--- config.mk ---
export PLATFORM = sky130hd
export DESIGN_NAME = cart_loader
export DESIGN_NICKNAME = d
export VERILOG_FILES = /design/src/rtl/cart_loader.sv
export SDC_FILE = /design/constraint.sdc
export NUM_CORES = 1
export LEC_CHECK = 0
export ABC_AREA = 1
export BUFFER_PORTS_ARGS = -buffer_cell sky130_fd_sc_hd__clkbuf_2
export CAP_MARGIN = 20
export CORE_MARGIN = 8
export CORE_UTILIZATION = 54
export CTS_CLUSTER_SIZE = 40
export DETAILED_ROUTE_END_ITERATION = 8
export GPL_ROUTABILITY_DRIVEN = 0
export PLACE_DENSITY = 0.88
export SETUP_SLACK_MARGIN = 0.4
export SLEW_MARGIN = 20
export SYNTH_ARGS = -nofsm -noshare
export SYNTH_HDL_FRONTEND = slang
export SYNTH_SLANG_ARGS = --single-unit
--- constraint.sdc ---
create_clock -name clk_sys -period 5.1 [get_ports clk_sys]
set_input_delay 0 -clock clk_sys [delete_from_list [all_inputs] [get_ports clk_sys]]
set_output_delay 0 -clock clk_sys [all_outputs]
set_load 0.03 [all_outputs]
--- src/rtl/cart_loader.sv ---
// cart_loader: moves ioctl download bytes into SDRAM through a toggle handshake.
// It also detects a 512-byte copier header and derives the cartridge mask and GG flag.
// It translates ROM read addresses into SDRAM read addresses.
// Optional feature: define CART_CHECKSUM_EN to add a 16-bit payload checksum output.
module cart_loader #(
    parameter int         AW        = 22,
    parameter int         HDR_BYTES = 512,
    parameter logic [4:0] GG_INDEX  = 5'd2
) (
    input  logic          clk_sys,
    input  logic          reset,
    input  logic          ioctl_download,
    input  logic [7:0]    ioctl_index,
    input  logic          ioctl_wr,
    input  logic [24:0]   ioctl_addr,
    input  logic [7:0]    ioctl_dout,
    output logic          ioctl_wait,
    output logic [AW-1:0] mem_waddr,
    output logic [7:0]    mem_din,
    output logic          mem_we,
    input  logic          mem_ack,
    input  logic [AW-1:0] rom_a,
    output logic [AW-1:0] mem_raddr,
    output logic [AW-1:0] cart_mask,
    output logic          hdr,
    output logic          gg,
    output logic          loaded,
`ifdef CART_CHECKSUM_EN
    output logic [15:0]   checksum,
`endif
    output logic          done
);

    typedef enum logic [1:0] {IDLE, RECV, WRPEND, FINISH} state_t;

    localparam logic [24:0]   HDR_CNT = 25'(HDR_BYTES);
    localparam logic [AW-1:0] HDR_OFS = AW'(HDR_BYTES);

    state_t      state;
    state_t      state_next;
    logic        dl_q;
    logic        dl_rise;
    logic        dl_fall;
    logic        fall_pend;
    logic [24:0] byte_cnt;
    logic [24:0] addr_end;
    logic        start_load;
    logic        take_byte;
    logic        write_acked;
    logic        finish_load;
    logic        hdr_next;
    logic [24:0] payload;
    logic [24:0] span;
    logic [24:0] mask_full;
    logic        seen;
    logic        unused_idx;

    assign dl_rise    = ioctl_download & ~dl_q;
    assign dl_fall    = ~ioctl_download & dl_q;
    assign addr_end   = ioctl_addr + 25'd1;
    assign unused_idx = ^ioctl_index[7:5];

    // State register, plus the previous download level used for edge detection
    always_ff @(posedge clk_sys) begin
        if (reset) begin
            state <= IDLE;
            dl_q  <= 1'b0;
        end else begin
            state <= state_next;
            dl_q  <= ioctl_download;
        end
    end

    // Next-state decode and single-cycle control strobes for the datapath
    always_comb begin
        state_next  = state;
        start_load  = 1'b0;
        take_byte   = 1'b0;
        write_acked = 1'b0;
        finish_load = 1'b0;
        case (state)
            IDLE: begin
                if (dl_rise) begin
                    start_load = 1'b1;
                    state_next = RECV;
                end
            end
            RECV: begin
                if (ioctl_wr) begin
                    take_byte  = 1'b1;
                    state_next = WRPEND;
                end else if (dl_fall) begin
                    state_next = FINISH;
                end
            end
            WRPEND: begin
                if (mem_we == mem_ack) begin
                    write_acked = 1'b1;
                    state_next  = (fall_pend || dl_fall) ? FINISH : RECV;
                end
            end
            FINISH: begin
                finish_load = 1'b1;
                state_next  = IDLE;
            end
            default: state_next = IDLE;
        endcase
    end

    // Header detection and mask rounding: smear the highest set bit of payload-1 downwards
    always_comb begin
        hdr_next  = (byte_cnt[8:0] == 9'd0) && byte_cnt[9] && (byte_cnt > HDR_CNT);
        payload   = byte_cnt - (hdr_next ? HDR_CNT : 25'd0);
        span      = payload - 25'd1;
        seen      = 1'b0;
        mask_full = '0;
        for (int i = 24; i >= 0; i--) begin
            seen         = seen | span[i];
            mask_full[i] = seen;
        end
        if (payload == 25'd0) begin
            mask_full = '0;
        end
    end

    // Download datapath: byte capture, write toggle, stall, byte count and load results
    always_ff @(posedge clk_sys) begin
        if (reset) begin
            ioctl_wait <= 1'b0;
            mem_waddr  <= '0;
            mem_din    <= '0;
            mem_we     <= 1'b0;
            byte_cnt   <= '0;
            fall_pend  <= 1'b0;
            cart_mask  <= '0;
            hdr        <= 1'b0;
            gg         <= 1'b0;
            loaded     <= 1'b0;
            done       <= 1'b0;
        end else begin
            done <= 1'b0;
            if (start_load) begin
                byte_cnt <= '0;
                loaded   <= 1'b0;
                gg       <= (ioctl_index[4:0] == GG_INDEX);
            end
            if (take_byte) begin
                mem_waddr  <= ioctl_addr[AW-1:0];
                mem_din    <= ioctl_dout;
                mem_we     <= ~mem_we;
                ioctl_wait <= 1'b1;
                if (addr_end > byte_cnt) begin
                    byte_cnt <= addr_end;
                end
            end
            if (write_acked) begin
                ioctl_wait <= 1'b0;
            end
            if (start_load || finish_load) begin
                fall_pend <= 1'b0;
            end else if (dl_fall && (take_byte || state == WRPEND)) begin
                fall_pend <= 1'b1;
            end
            if (finish_load) begin
                hdr       <= hdr_next;
                cart_mask <= AW'(mask_full);
                loaded    <= 1'b1;
                done      <= 1'b1;
            end
        end
    end

`ifdef CART_CHECKSUM_EN
    logic [15:0] sum_total;
    logic [15:0] sum_hdr;

    // Running byte sums; the header part is subtracted out once the header is confirmed
    always_ff @(posedge clk_sys) begin
        if (reset) begin
            sum_total <= '0;
            sum_hdr   <= '0;
            checksum  <= '0;
        end else begin
            if (start_load) begin
                sum_total <= '0;
                sum_hdr   <= '0;
                checksum  <= '0;
            end
            if (take_byte) begin
                sum_total <= sum_total + {8'd0, ioctl_dout};
                if (ioctl_addr < HDR_CNT) begin
                    sum_hdr <= sum_hdr + {8'd0, ioctl_dout};
                end
            end
            if (finish_load) begin
                checksum <= hdr_next ? (sum_total - sum_hdr) : sum_total;
            end
        end
    end
`endif

    // Registered ROM read translation, always using the last completed load's mask and header
    always_ff @(posedge clk_sys) begin
        if (reset) begin
            mem_raddr <= '0;
        end else begin
            mem_raddr <= (rom_a & cart_mask) + (hdr ? HDR_OFS : '0);
        end
    end

endmodule

==> flow_summary.json <==
{
  "status": "complete, but fails checks",
  "violations": "negative hold slack",
  "hold_viol_final": 1,
  "synth-compound-area-share_pct": 14.1,
  "post-route-min-period_ns": 4.30,
  "syn_inst": 858,
  "core_region_area_mm2": 0.0112,
  "wl_um": 17500,
  "synth_ff_type": "dfxtp_1",
  "antenna_cells": 0,
  "clock_sinks": 109,
  "synth_cell_types": 41,
  "clk-insertion-delay-late_ns": 0.36,
  "p_per_area_mw_per_mm2": 283,
  "cts_buffers": 9,
  "arrival_ns": 4.55,
  "multi_input_area_mm2": 0.00350,
  "ys_seq_area_share_pct": 35.8,
  "grt_start_max_net_pins": 74,
  "die_h_um": 122,
  "yosys.cell_count.top_type": "nand2_1",
  "detail_route.wl_per_cell_um": 14.6,
  "fin_crit_sh_pct": 84.3,
  "placedCellCount": 1126,
  "clk_pin_slew_ns": 0.07,
  "avgSynthCellArea_um2": 7.11,
  "fill_cells": 866,
  "synth_area_leader_cell": "dfxtp_1",
  "postRouteAntennaNets": 0,
  "syn_area_mm2": 0.00610,
  "yosys.area_share.xor_xnor_pct": 5.17,
  "synth-seq-cells": 109,
  "instances_no_fill": 1194,
  "fmax_ghz": 0.233,
  "drive_gt1_share_pct": 22.6,
  "vias": 6415,
  "grt_pass1_wl_um": 28200,
  "timing.critical_path.mode_cell": "nor2_2",
  "hold_class": "in -> reg",
  "worst_pin_slew_ns": 0.976,
  "slew_viol_final": 0,
  "drc": 0,
  "first_global_vias": 6165,
  "antenna_found_initial": 0,
  "root_buffer": "clkbuf_16",
  "regArea_mm2": 0.00218,
  "yosysTopAreaCellShare_pct": 35.8,
  "viasPerCell": 5.37,
  "required_ns": 5.35,
  "initial_utilization_pct": 54.4,
  "cts_max_path_buffers": 2,
  "finalSetupViolCount": 0,
  "p_leak_nw": 3.72,
  "hold_ws_ns": -0.00142,
  "cp_slowest_stage_delay_ns": 0.35,
  "hpwl_um": 11700,
  "cts_tree": "done",
  "port_buffers": 144,
  "max_cap_violations": 0,
  "nets": 1145,
  "path_max_fanout": 5,
  "slowest_stage": "dfxtp_1",
  "htree_levels": 3,
  "synth_mux_area_share_pct": 0,
  "dieArea_mm2": 0.0150,
  "ios": 148,
  "synth.net_count": 957,
  "grt_overflow": 0,
  "endpoint_kind": "register",
  "rows": 39,
  "track_usage_pct": 22.7,
  "postLayoutCoreUtil_pct": 70.2,
  "ir_drop_v": 0.000347,
  "rsz0062_at_grt": "no",
  "critPathKind": "reg -> reg",
  "ys_async_sr_fraction_pct": 0,
  "die_w_um": 122,
  "synthAdderAreaFrac_pct": 6.36,
  "worst_setup_path_start_kind": "register",
  "synthTopCellsByArea": "dfxtp_1 (36%), nand2_1 (10%), a21oi_1 (7.1%), inv_1 (6.8%), ha_1 (6.4%)",
  "synthSimpleGateAreaFrac_pct": 30.1,
  "finClkSkew_ns": 0.0111,
  "yosysWarnings": 0,
  "setup-tns-final_ns": 0,
  "synth_common_cells": "nand2_1 (168), inv_1 (110), dfxtp_1 (109)",
  "slew-limit-headroom_pct": 34.8,
  "synth-edff-count": 0,
  "synth_top_family_by_area": "simple AND/OR/NAND/NOR gates",
  "power_mw": 2.23,
  "drt-initial-drc-count": 462,
  "area_growth_pct": 29.1,
  "drt_pass1_iterations": 5
}
## kinds of logic (layout without fill, tap and decap cells)
logic type | after synthesis | count (layout)
XOR/XNOR | 36 | 36
adder cells (fa/ha/maj) | 31 | 31
flip-flops | 109 | 109
buffers and inverters | 138 | 331
AND/OR/NAND/NOR | 394 | 394
AO/OA/AOI/OAI | 150 | 150
## timing repair
action	CTS	global route
gates resized for setup	0	17
endpoints found under the hold margin	51	0
hold buffers	51	0
endpoints found under the setup margin	0	33
setup buffers	0	1
## routing by layer
metal	routed length (um)	GRT usage [%]	up-vias
li1	-	-	3187
met1	7260	27.5	2897
met2	8340	38.1	292
met3	1520	4.97	39
met4	342	9.75	0
met5	0	0	-
## flip-flops by register name (all words and copies together), names as in the netlist
signal      count
byte_cnt       25
cart_mask      22
dl_q            1
done            1
fall_pend       1
gg              1
hdr             1
ioctl_wait      1
loaded          1
mem_din         8
mem_raddr      22
mem_waddr      22
mem_we          1
state           2
## report_power, final
group	internal, mW	total [mW]	switching [mW]
clock	0.383	0.713	0.330
sequential	0.882	0.911	0.0286
combinational	0.224	0.608	0.385
## final cells by class
class                           count  area share [%]
Inverter                          110            5.24
Tap cell                          143            2.27
Clock buffer                        9            2.86
Sequential cell                   109            27.7
Clock inverter                      7           0.905
Timing Repair Buffer              205            16.6
Multi-Input combinational cell    611            44.4
## metrics by stage
step,hold WS [ns],instance area [um^2],setup slack [ns]
after detailed placement,0.212,6970,0.482
after floorplan,0.0956,6100,1.11
after global placement,0.208,6970,0.686
after CTS,0.000952,7770,0.412
after global routing,0.00292,7880,0.356
final,-0.00142,7880,0.802
## critical path: cells and delay by family (launching register included)
family | cells | cell delay (ns)
compound gates | 1 | 0.26
xor+xnor | 1 | 0.18
fa+ha+maj | 3 | 0.58
buf+inv | 1 | 0.12
flops | 1 | 0.35
simple gates | 23 | 2.69
## final timing paths
path | start | endpoint | slack (ns) | depth (start not counted)
min reg2reg | cart_mask[3]$_SDFFE_PP0P_ | mem_raddr[3]$_SDFF_PP0_ | 0.45 | 2
max | byte_cnt[0]$_SDFF_PP0_ | cart_mask[0]$_SDFFE_PP0P_ | 0.80 | 29
min | ioctl_addr[22] | byte_cnt[22]$_SDFF_PP0_ | -0.001 | 3
max reg2reg | byte_cnt[0]$_SDFF_PP0_ | cart_mask[0]$_SDFFE_PP0P_ | 0.80 | 29
## cell usage in the layout, fill, tap and decap left out, drive strengths merged, types with 2 or more instances in the layout
cell	instances
nand2	180
clkbuf	153
inv	112
dfxtp	109
nor2	101
a21oi	87
nand3	73
dlygate4sd3	51
ha	31
o21ai	30
xor2	27
nor3	16
nand4	15
a211oi	12
buf	10
a22o	10
xnor2	9
clkinv	4
nor4	3
o211ai	2
or2	2
No activity file was read; power rests on OpenSTA's default activity.
